==> src/rtl/ram_arbiter.sv <==
// ram_arbiter: two-requester round-robin arbiter in front of a single-port RAM.
// Ports: clk, rst (async, active high);
//        requester side: req[1:0], req_we[1:0], addr0/addr1, wdata0/wdata1,
//                        ack[1:0], rdata, busy;
//        memory side:    mem_we, mem_oe, mem_addr, mem_wdata, mem_rdata.
module ram_arbiter #(
  parameter int DATA_WIDTH    = 8,
  parameter int ADDR_WIDTH    = 8,
  parameter int ACCESS_CYCLES = 2
) (
  input  logic                  clk,
  input  logic                  rst,
  input  logic [1:0]            req,
  input  logic [1:0]            req_we,
  input  logic [ADDR_WIDTH-1:0] addr0,
  input  logic [ADDR_WIDTH-1:0] addr1,
  input  logic [DATA_WIDTH-1:0] wdata0,
  input  logic [DATA_WIDTH-1:0] wdata1,
  output logic [1:0]            ack,
  output logic [DATA_WIDTH-1:0] rdata,
  output logic                  busy,
  output logic                  mem_we,
  output logic                  mem_oe,
  output logic [ADDR_WIDTH-1:0] mem_addr,
  output logic [DATA_WIDTH-1:0] mem_wdata,
  input  logic [DATA_WIDTH-1:0] mem_rdata
);
  localparam logic [1:0] IDLE     = 2'd0;
  localparam logic [1:0] ACCESS   = 2'd1;
  localparam logic [1:0] DONE     = 2'd2;
  localparam logic [3:0] LAST_CNT = 4'(ACCESS_CYCLES - 1);
  logic [1:0]            state;
  logic [3:0]            cnt;
  logic                  win, last, we_l, nxt, access;
  logic [ADDR_WIDTH-1:0] addr_l;
  logic [DATA_WIDTH-1:0] wdata_l;
  // Under contention the requester not granted last wins; a lone requester always wins.
  assign nxt = (req == 2'b11) ? ~last : req[1];
  always_ff @(posedge clk or posedge rst)
    if (rst) begin
      state   <= IDLE;
      cnt     <= '0;
      win     <= 1'b0;
      last    <= 1'b1;
      we_l    <= 1'b0;
      addr_l  <= '0;
      wdata_l <= '0;
      rdata   <= '0;
    end else
      case (state)
        IDLE:
          if (|req) begin
            state   <= ACCESS;
            cnt     <= '0;
            win     <= nxt;
            last    <= nxt;
            we_l    <= req_we[nxt];
            addr_l  <= nxt ? addr1 : addr0;
            wdata_l <= nxt ? wdata1 : wdata0;
          end
        ACCESS:
          if (cnt == LAST_CNT) begin
            state <= DONE;
            cnt   <= '0;
            if (!we_l) rdata <= mem_rdata;
          end else
            cnt <= cnt + 4'd1;
        default:
          state <= IDLE;
      endcase
  // Memory-side outputs are decoded from registered state so reset clears them at once.
  assign access    = state == ACCESS;
  assign mem_we    = access & we_l;
  assign mem_oe    = access & ~we_l;
  assign mem_addr  = access ? addr_l : '0;
  assign mem_wdata = access ? wdata_l : '0;
  assign ack       = (state == DONE) ? {win, ~win} : 2'b00;
  assign busy      = state != IDLE;
endmodule

==> config.mk <==
export PLATFORM = sky130hd
export DESIGN_NAME = ram_arbiter
export DESIGN_NICKNAME = d
export VERILOG_FILES = /design/src/rtl/ram_arbiter.sv
export SDC_FILE = /design/constraint.sdc
export NUM_CORES = 1
export LEC_CHECK = 0
export BUFFER_PORTS_ARGS = -buffer_cell sky130_fd_sc_hd__buf_2
export CAP_MARGIN = 20
export CORE_MARGIN = 4
export CORE_UTILIZATION = 50
export DETAILED_ROUTE_END_ITERATION = 12
export GPL_TIMING_DRIVEN = 0
export PLACE_DENSITY = 0.87
export SLEW_MARGIN = 20
export SYNTH_ARGS = -nofsm -noshare
export SYNTH_HDL_FRONTEND = slang
export SYNTH_SLANG_ARGS = --single-unit
==> constraint.sdc <==
create_clock -name clk -period 3.07 [get_ports clk]
set_input_delay 0.307 -clock clk [delete_from_list [all_inputs] [get_ports clk]]
set_output_delay 0.307 -clock clk [all_outputs]
set_load 0.02 [all_outputs]
Yosys cells after proc, flatten, opt, wreduce, memory -nomap -nowiden
Cells that the tools add are included.
W data, S select, Z words.

storage, ports and cells
  input port bits = 46
  register bits = 33
  word-level logic and storage cells = 43
  output and inout bits = 29

cells by class
  $add $sub $neg = 1
  bitwise logic cells = 5
  equality and inequality tests = 6
  reductions and logical operators = 8
  magnitude comparators = 1
  muxes and demuxes = 14

operators with widths
  kind                   count
  $mux W8                4
  $mux W4                2
  $pmux W4 S2            1
  $mux W2                3
  $reduce_and A2 Y1      3
  $add A4 B1 Y4 const B  1
  $eq A2 B2 Y1 const B   2
  $eq A4 B1 Y1 const B   1
  $pmux W2 S2            1
  $reduce_bool A2 Y1     2
  $mux W1                3
  $not A1 Y1             3
  $reduce_and A3 Y1      1
  $and A1 B1 Y1          2
  $eq A2 B1 Y1 const B   1
  $logic_not A2 Y1       1
  $lt A1 B2 Y1 const B   1
  $ne A2 B1 Y1 const B   1
  $ne A2 B2 Y1 const B   1
  $reduce_or A2 Y1       1

Depth between registers and ports, before layout
Gate-level depths: netlist (run 1).

  depth after elaboration = 4
  gate-level depth with buffers = 6
  depth with buffers taken out = 5

Worst setup path before layout (run 1)
OpenSTA, ideal clock, no wires.

  kind = register to register
  start = register cnt[1]
  end = register rdata[0]
  slack = 1,275 ps
  setup time = 125 ps
  stages on the path, launching flop included = 7
  arrival = 1,670 ps
  path buffers = 1
  clock period less this slack = 1,795 ps
  data required time = 2,945 ps
  cells stage by stage = dfrtp_1 > inv_1 > ha_1 > or3b_1 > or3_1 > buf_6 > mux2_4

on the way
  word-level cells in the longest chain between the ends = 2

ends and longest elaborated chain
  item                         RTL line  source
  start, declared              33        logic [3:0] cnt;
  start signal, assigned       67        cnt <= cnt + 4'd1;
  $eq A4 B1 Y1                 62        if (cnt == LAST_CNT) begin
  $reduce_and A3 Y1 (no line)  -
  end signal, assigned         65        if (!we_l) rdata <= mem_rdata;
  end, declared                20        output logic [DATA_WIDTH-1:0] rdata,

No other way between the ends.
A chain may end at the register's enable or synchronous reset.

Final worst setup path (run 1)
  start = register state[0]
  end = output mem_wdata[5]

on the way
  word-level cells in the longest chain between the ends = 2

ends and longest elaborated chain
  item                    RTL line  source
  start, declared         32        logic [1:0] state;
  start signal, assigned  41        state <= IDLE;
  start signal, assigned  53        state <= ACCESS;
  start signal, assigned  63        state <= DONE;
  $eq A2 B1 Y1            72        assign access = state == ACCESS;
  $mux W8                 76        assign mem_wdata = access ? wdata_l : '0;
  end, declared           25        output logic [DATA_WIDTH-1:0] mem_wdata,

No other way between the ends.

==> results.ini, run 1 <==
[clock_tree]
cts.path.max_buffers=2
postCtsResizedCells=0
cts_root_buf=clkbuf_4
cts_max_level=2
cts_tree=done
clk_latency_ps=330
cts_setup_buffers=0
cts_sinks=33
path_clk_slew_ps=100
ctsHoldBuffers=0
cts_buffers=5

[sta]
setup_viol=0
tightest_slew_ps=675
slew_headroom=0.549
min_period_ps=2210
max_freq_ghz=0.453
finClkSkew_ps=12.5
finalCritPeriodShare=0.720
whs_ps=68.3
drv_slew=0
hold_viol=0
tns_ps=0
rsz0062_at_grt=no

[critical_path]
r2r_slack_ps=1160
worstSetupStartpoint=state[0]$_DFFE_PP0P_
cp_top_family=simple AND/OR/NAND/NOR gates
reg2reg_from=last$_DFFE_PP1P_
crit_required_ps=2760
path_class=reg2out
crit_path_end_kind=output pin
worst_setup_path_start_kind=register
crit_arrival_ps=1900
critPathSlowestCell=nor2b_1
path_buf_inv=2
crit_chain=nor2b_1 -> clkbuf_1 -> and2_1 -> buf_2
critPathMaxFanout=10
critPathMaxStageDelay_ps=490

[synthesis]
syn_avg_cell_area_um2=12.8
yosys_register_bits=33
yosysSeqAreaShare=0.483
netlist_area_um2=1710
synth_warnings=0
synth_nets=182
synth_cells=134
post_synth_num_cell_types=31

[floorplan]
rows=20
initial_utilization=0.543
dieArea_um2=4430
io_pins=75
core_area_um2=3150
die_width_um=66.5
fp.dieH_um=66.5

[finish]
syn_to_final_growth_pct=28.0
postLayoutCoreUtil=0.696
layout_common_cells=buf_2, mux2_2, dfrtp_1, and2_1, mux2_4
drive_gt1_frac=0.614
final_common_cell=buf_2
n_antenna_cell=0
layout.nets=263
fin_cells=259
fillers=259

[detailed_routing]
drtAntennaViolNets=0
drt-initial-drc-count=46
drc=0
drt_wl_total_mm=3.58
vias=1290
vias_per_cell=4.98
drt_pass1_iterations=4
wl_per_cell_um=13.8

[power_and_ir_drop]
ir_drop_mv=0.594
power.total_w=0.00232
internal_power_w=0.00137
p_switching_w=0.000950
p_seq_frac=0.338
clock_power_share=0.106
switching_share=0.409
leakagePower_nw=1.10
p_per_area_nw_per_um2=1060
combPwrFrac=0.557

[grt]
grt_usage=0.185
grt_max_degree=34
gr-total-overflow=0
antenna_found_initial=0
grt_pass1_vias=1338
grt_pass1_wl_mm=6.06

[place]
hpwl_mm=2.79
gp_congestion=0.699
dpl.cell_count=252
portBuffers=74

[run]
max_cap_viol_count=0

[worst_hold_path]
hold_path.class=in2async

[status]
status=completed

==> synth_stat cells, drive strengths merged <==
library cell / n / area (µm²)
ha: 2 / 25.0
nand2: 1 / 3.75
o21ai: 5 / 25.0
mux2: 42 / 503
or3: 2 / 13.8
or3b: 1 / 8.76
inv: 2 / 7.51
nor2: 4 / 22.5
clkbuf: 3 / 11.3
nor3b: 3 / 22.5
nand3: 3 / 15.0
a21bo: 1 / 10.0
a311o: 1 / 10.0
buf: 4 / 28.8
a31o: 1 / 8.76
nor4b: 1 / 8.76
nand2b: 1 / 6.26
nor2b: 1 / 6.26
dfstp: 1 / 26.3
and2: 17 / 106
o211ai: 1 / 7.51
nor3: 1 / 5.00
and3b: 1 / 8.76
o32ai: 1 / 8.76
or2: 2 / 12.5
dfrtp: 32 / 801
==> stage by stage <==
stage | cell area, µm² | worst slack, ps
after floorplan | 1710 | 1280
after global routing | 2190 | 660
after CTS | 2190 | 830
final | 2190 | 860
after detailed placement | 2140 | 1160
after global placement | 2140 | 1170
==> layer usage <==
metal / part of all wire / vias to the layer above / global-route usage
met3: 0.074 / 5 / 0.0658
li1: - / 634 / -
met4: 0.018 / 0 / 0.0761
met2: 0.51 / 35 / 0.312
met5: 0 / - / 0
met1: 0.40 / 616 / 0.212
==> cells by family (layout without fill, tap and decap cells) <==
family                     after synthesis  in the layout  share of synthesized area
buffers and inverters                    9             90                     0.0278
AOI/OAI and AO/OA                       10             10                     0.0409
muxes                                   42             42                      0.294
and+or+nand+nor                         38             38                      0.140
adders and majority gates                2              2                     0.0146
DFF                                     33             33                      0.483
==> power by group through the flow <==
stage | Sequential, W | Clock (W) | Combinational [W]
after floorplan | 0.000831 | 0 | 0.000884
after global placement | 0.000780 | 0 | 0.00128
after detailed placement | 0.000793 | 0 | 0.00131
after CTS | 0.000785 | 0.000248 | 0.00131
after global routing | 0.000820 | 0.000272 | 0.00141
final | 0.000784 | 0.000246 | 0.00129
==> registers in the layout (all words and copies together), names as in the netlist <==
| register | count |
|---|---|
| addr_l | 8 |
| we_l | 1 |
| win | 1 |
| wdata_l | 8 |
| cnt | 4 |
| last | 1 |
| state | 2 |
| rdata | 8 |
==> area by class of cell <==
class                           instances  area [µm²]  area share
Buffer                                  7        40.0      0.0183
Clock buffer                            7        55.1      0.0251
Inverter                                2        7.51     0.00342
Multi-Input combinational cell         92         838       0.382
Sequential cell                        33         827       0.377
Tap cell                               44        55.1      0.0251
Timing Repair Buffer                   74         370       0.169
==> final timing paths <==
check / to / cells past startpoint
worst max-delay path: mem_wdata[5] / 4
worst min-delay path: cnt[3]$_DFFE_PP0P_ / 2
worst max register to register: wdata_l[5]$_DFFE_PP0P_ / 5
worst min register to register: addr_l[4]$_DFFE_PP0P_ / 1
max in group asynchronous: wdata_l[2]$_DFFE_PP0P_ / 2
min in group clk: rdata[4]$_DFFE_PP0P_ / 2
No activity file was read; power rests on OpenSTA's default activity.
==> inputs of run 2 (changes only) <==
Settings changed: CORE_UTILIZATION 50 to 47, PLACE_DENSITY 0.87 to 0.82.
Clock period 3.07 ns to 2.22 ns, I/O delays scaled along.
==> results.ini, run 2 (same netlist as run 1, synthesis figures left out) <==
[grt]
grt_pass1_vias=1323  ; -1.1%
grt_max_degree=34  ; unchanged
gr-total-overflow=0  ; unchanged
grt_usage=0.168  ; -0.0172
grt_pass1_wl_mm=5.72  ; -5.6%
antenna_found_initial=0  ; unchanged

[finish]
final_common_cell=buf_2
stdcell_area_um2=2200  ; +0.40%
postLayoutCoreUtil=0.645  ; -0.0509
largestRegisters=addr_l: 8 flops, rdata: 8 flops, wdata_l: 8 flops
fin_cells=263  ; +1.5%
layout.nets=264  ; +0.38%
seqCellArea_um2=827  ; unchanged
layout_common_cells=buf_2, mux2_2, dfrtp_1, and2_1, mux2_4
fillers=288  ; +11%
syn_to_final_growth_pct=28.6
n_antenna_cell=0  ; unchanged
drive_gt1_frac=0.608  ; -0.00566
multi_input_area_um2=841  ; +0.30%

[clock_tree]
cts_root_buf=clkbuf_4
cts_max_level=2  ; unchanged
clk_latency_ps=330  ; about the same
cts_sinks=33  ; unchanged
cts.path.max_buffers=2  ; unchanged
cts_setup_buffers=0  ; unchanged
cts_buffers=5  ; unchanged
cts_tree=done
path_clk_slew_ps=90  ; about the same

[place]
gp_congestion=0.691  ; -1.0%
portBuffers=74  ; unchanged
dpl.cell_count=254  ; +0.79%
postPlaceCellArea_um2=2140  ; +0.12%
hpwl_mm=2.66  ; -5.0%

[detailed_routing]
drtAntennaViolNets=0  ; unchanged
route.met2.wl_mm=1.67  ; -8.5%
drt-initial-drc-count=32  ; -30%
wl_met3_um=284  ; +7.2%
drc=0  ; unchanged
vias_per_cell=4.92  ; -1.2%
wl_per_cell_um=13.0  ; -5.8%
m1WireLength_mm=1.42  ; -0.56%
routed.top_layer=met4
drt_pass1_iterations=4  ; unchanged
drt_wl_total_mm=3.42  ; -4.4%
vias=1294  ; +0.31%

[sta]
finalCritPeriodShare=0.888
tns_ps=0  ; unchanged
min_period_ps=1970
tightest_slew_ps=660  ; -15.3 ps
slew_headroom=0.559  ; +0.0102
hold_viol=0  ; unchanged
setup_viol=0  ; unchanged
drv_slew=0  ; unchanged
finClkSkew_ps=6.17  ; -6.34 ps
rsz0062_at_grt=no
max_freq_ghz=0.507

[power_and_ir_drop]
ir_drop_mv=0.618  ; +4.0%
power.total_w=0.00318  ; +37%
leakagePower_nw=1.10  ; about the same
p_per_area_nw_per_um2=1440  ; +36%

[critical_path]
path_class=reg2out
crit_chain=nor2b_2 -> clkbuf_1 -> and2_1 -> buf_2
cp_top_family=buffers and inverters
worst_setup_path_start_kind=register
critPathMaxFanout=10  ; unchanged
path_buf_inv=2  ; unchanged
crit_arrival_ps=1750  ; -150 ps
critPathSlowestCell=dfrtp_1
crit_required_ps=2000  ; -760 ps
critPathMaxStageDelay_ps=430  ; -60 ps
crit_path_end_kind=output pin

[floorplan]
io_pins=75  ; unchanged
rows=21  ; +5.0%
dieArea_um2=4670  ; +5.6%
initial_utilization=0.501  ; -0.0418
fp.dieH_um=68.4  ; +2.8%
die_width_um=68.4  ; +2.8%
core_area_um2=3420  ; +8.3%

[status]
status=completed

[run]
max_cap_viol_count=0  ; unchanged

[worst_hold_path]
hold_path.class=in2reg

==> run 2: changes by cell type in the layout (fill, tap and decap cells not counted), sizes merged <==
cell / before / now
dlygate4sd3: 0 / 1
clkbuf: 10 / 11
==> run 2: layer usage <==
metal,global-route usage,up-vias
met5,0,-
met4,0.0596,0
met3,0.0706,7
met2,0.265,39
met1,0.206,611
li1,-,637
==> run 2: final timing paths <==
check | end | from | depth (start not counted) | slack [ps]
setup reg to reg | rdata[7]$_DFFE_PP0P_ | cnt[1]$_DFFE_PP0P_ | 6 | 330
setup / recovery | mem_wdata[3] | state[1]$_DFFE_PP0P_ | 4 | 250
hold / removal | rdata[2]$_DFFE_PP0P_ | mem_rdata[2] | 2 | 120
min in group asynchronous | rdata[1]$_DFFE_PP0P_ | rst | 3 | 520
hold reg to reg | wdata_l[0]$_DFFE_PP0P_ | wdata_l[0]$_DFFE_PP0P_ | 1 | 510
max in group asynchronous | addr_l[0]$_DFFE_PP0P_ | rst | 3 | 1260
==> run 2: worst reg2reg max path: stages, from the launching register on <==
cell and delay [ps]:
dfrtp_1 420, inv_1 60, ha_1 130, or3b_1 360
or3_1 340, buf_6 170, mux2_4 300
==> run 2: what timing repair did <==
| action | 4_1_cts | 5_1_grt |
|---|---|---|
| resized for setup | 0 | 1 |
| setup endpoints to repair | 0 | 9 |
| hold buffers | 1 | 0 |
| hold endpoints to repair | 13 | 0 |
==> run 2: layout make-up <==
| cell class | count | area share |
|---|---|---|
| multi-input cells | 92 | 0.382 |
| clock buffers | 8 | 0.0222 |
| flip-flops and latches | 33 | 0.376 |
| inverters | 2 | 0.00341 |
| well taps | 46 | 0.0261 |
| repair buffers | 75 | 0.173 |
| plain buffers | 7 | 0.0182 |
==> run 2: report_power, final <==
part | switching (W) | leakage [nW] | internal [W]
combinational | 0.000937 | 0.678 | 0.000841
clock | 0.000186 | 0.0265 | 0.000126
sequential | 0.000174 | 0.392 | 0.000912
total | 0.00130 | 1.10 | 0.00188
==> run 2: metrics by stage <==
step / worst slack, ps / hold WS (ps)
after floorplan: 425 / 350
after global placement: 356 / 453
after detailed placement: 344 / 363
after CTS: 66.6 / 104
after global routing: 45.0 / 96.1
final: 249 / 121
==> inputs of run 3 (changes only) <==
Settings changed: RECOVER_POWER set to 25.
==> results.ini, run 3 (same netlist as run 1, synthesis figures left out) <==
[status]
status=completed

[clock_tree]
cts.path.max_buffers=2  ; unchanged
cts_max_level=2  ; unchanged
cts_sinks=33  ; unchanged
cts_tree=done
cts_setup_buffers=0  ; unchanged
path_clk_slew_ps=90  ; about the same
cts_root_buf=clkbuf_4
clk_latency_ps=330  ; about the same
cts_buffers=5  ; unchanged

[detailed_routing]
drt-initial-drc-count=32  ; unchanged
wl_met3_um=284  ; unchanged
drc=0  ; unchanged
drt_wl_total_mm=3.42  ; about the same
drt_pass1_iterations=4  ; unchanged
drtAntennaViolNets=0  ; unchanged
vias=1294  ; unchanged
m1WireLength_mm=1.42  ; unchanged
vias_per_cell=4.92  ; unchanged
wl_per_cell_um=13.0  ; about the same
route.met2.wl_mm=1.67  ; unchanged
routed.top_layer=met4

[power_and_ir_drop]
p_switching_w=0.00130  ; about the same
clock_power_share=0.098  ; about the same
ir_drop_mv=0.618  ; about the same
combPwrFrac=0.560  ; about the same
p_per_area_nw_per_um2=1440  ; about the same
p_seq_frac=0.342  ; about the same
switching_share=0.408  ; about the same
leakagePower_nw=1.10  ; about the same
internal_power_w=0.00188  ; about the same

[finish]
syn_to_final_growth_pct=28.6  ; unchanged
fin_cells=263  ; unchanged
layout.nets=264  ; unchanged
largestRegisters=addr_l: 8 flops, rdata: 8 flops, wdata_l: 8 flops
drive_gt1_frac=0.604  ; -0.00461
layout_common_cells=buf_2, mux2_2, dfrtp_1, and2_1, mux2_4
final_common_cell=buf_2
n_antenna_cell=0  ; unchanged

[critical_path]
path_buf_inv=2  ; unchanged
crit_arrival_ps=1750  ; about the same
critPathMaxFanout=10  ; unchanged
crit_path_end_kind=output pin
crit_required_ps=2000  ; about the same
worst_setup_path_start_kind=register
path_class=reg2out
critPathMaxStageDelay_ps=430  ; about the same
worstSetupStartpoint=state[1]$_DFFE_PP0P_
cp_top_family=buffers and inverters
crit_chain=nor2b_2 -> clkbuf_1 -> and2_1 -> buf_2
critPathSlowestCell=dfrtp_1
reg2reg_from=cnt[1]$_DFFE_PP0P_

[place]
dpl.cell_count=254  ; unchanged
gp_congestion=0.691  ; unchanged
portBuffers=74  ; unchanged
hpwl_mm=2.66  ; unchanged

[floorplan]
die_width_um=68.4  ; unchanged
fp.dieH_um=68.4  ; unchanged
initial_utilization=0.501  ; unchanged
core_area_um2=3420  ; unchanged
rows=21  ; unchanged
dieArea_um2=4670  ; unchanged
io_pins=75  ; unchanged

[sta]
whs_ps=121  ; unchanged
min_period_ps=1970  ; unchanged
finClkSkew_ps=6.12  ; -0.0539 ps
rsz0062_at_grt=no
max_freq_ghz=0.507  ; unchanged
tns_ps=0  ; unchanged
slew_headroom=0.204  ; -0.355
setup_viol=0  ; unchanged
drv_slew=0  ; unchanged
finalCritPeriodShare=0.888  ; unchanged
hold_viol=0  ; unchanged
tightest_slew_ps=1190  ; +532 ps

[grt]
grt_usage=0.168  ; unchanged
grt_pass1_wl_mm=5.72  ; unchanged
grt_pass1_vias=1323  ; unchanged
grt_max_degree=34  ; unchanged
antenna_found_initial=0  ; unchanged
gr-total-overflow=0  ; unchanged

[run]
max_cap_viol_count=0  ; unchanged

[worst_hold_path]
hp-start=mem_rdata[2]
hold_path.class=in2reg

run 3: routing by layer:
metal,GRT usage,vias to the layer above
met5,0,-
met4,0.0596,0
met3,0.0706,7
met2,0.265,39
met1,0.206,611
li1,-,637
run 3: timing repair:
item	in CTS	in global routing
endpoints found under the setup margin	0	9
hold buffers	1	0
endpoints found under the hold margin	13	0
gates resized for setup	0	1
run 3: final timing paths:
| check | slack [ps] | end | depth (start not counted) |
|---|---|---|---|
| max | 250 | mem_wdata[3] | 4 |
| min | 120 | rdata[2]$_DFFE_PP0P_ | 2 |
| max reg2reg | 330 | rdata[7]$_DFFE_PP0P_ | 6 |
| min reg2reg | 510 | wdata_l[0]$_DFFE_PP0P_ | 1 |
| max in group asynchronous | 760 | addr_l[0]$_DFFE_PP0P_ | 3 |
| min in group asynchronous | 740 | rdata[1]$_DFFE_PP0P_ | 3 |
run 3: area by class of cell:
type,count,area [µm²]
timing repair buffer,75,380
buffer,7,40.0
clock buffer,8,48.8
multi-input combinational,92,841
sequential,33,827
inverter,2,7.51
tap,46,57.6
fill,288,1210
run 3: power by group through the flow:
stage / clock network [W] / logic, W / registers, W
2_1_floorplan: 0 / 0.00122 / 0.00115
3_3_place_gp: 0 / 0.00178 / 0.00108
3_5_place_dp: 0 / 0.00179 / 0.00110
4_1_cts: 0.000324 / 0.00180 / 0.00109
5_1_grt: 0.000351 / 0.00195 / 0.00113
6_report: 0.000312 / 0.00178 / 0.00109
run 3: per-stage QoR:
step	area, µm²	utilization	setup slack [ps]	power [W]
2_1_floorplan	1710	-	425	0.00237
3_3_place_gp	2140	0.627	356	0.00286
3_5_place_dp	2140	0.627	344	0.00289
4_1_cts	2200	0.644	66.6	0.00321
5_1_grt	2200	0.645	45.0	0.00343
6_report	2200	0.645	249	0.00318
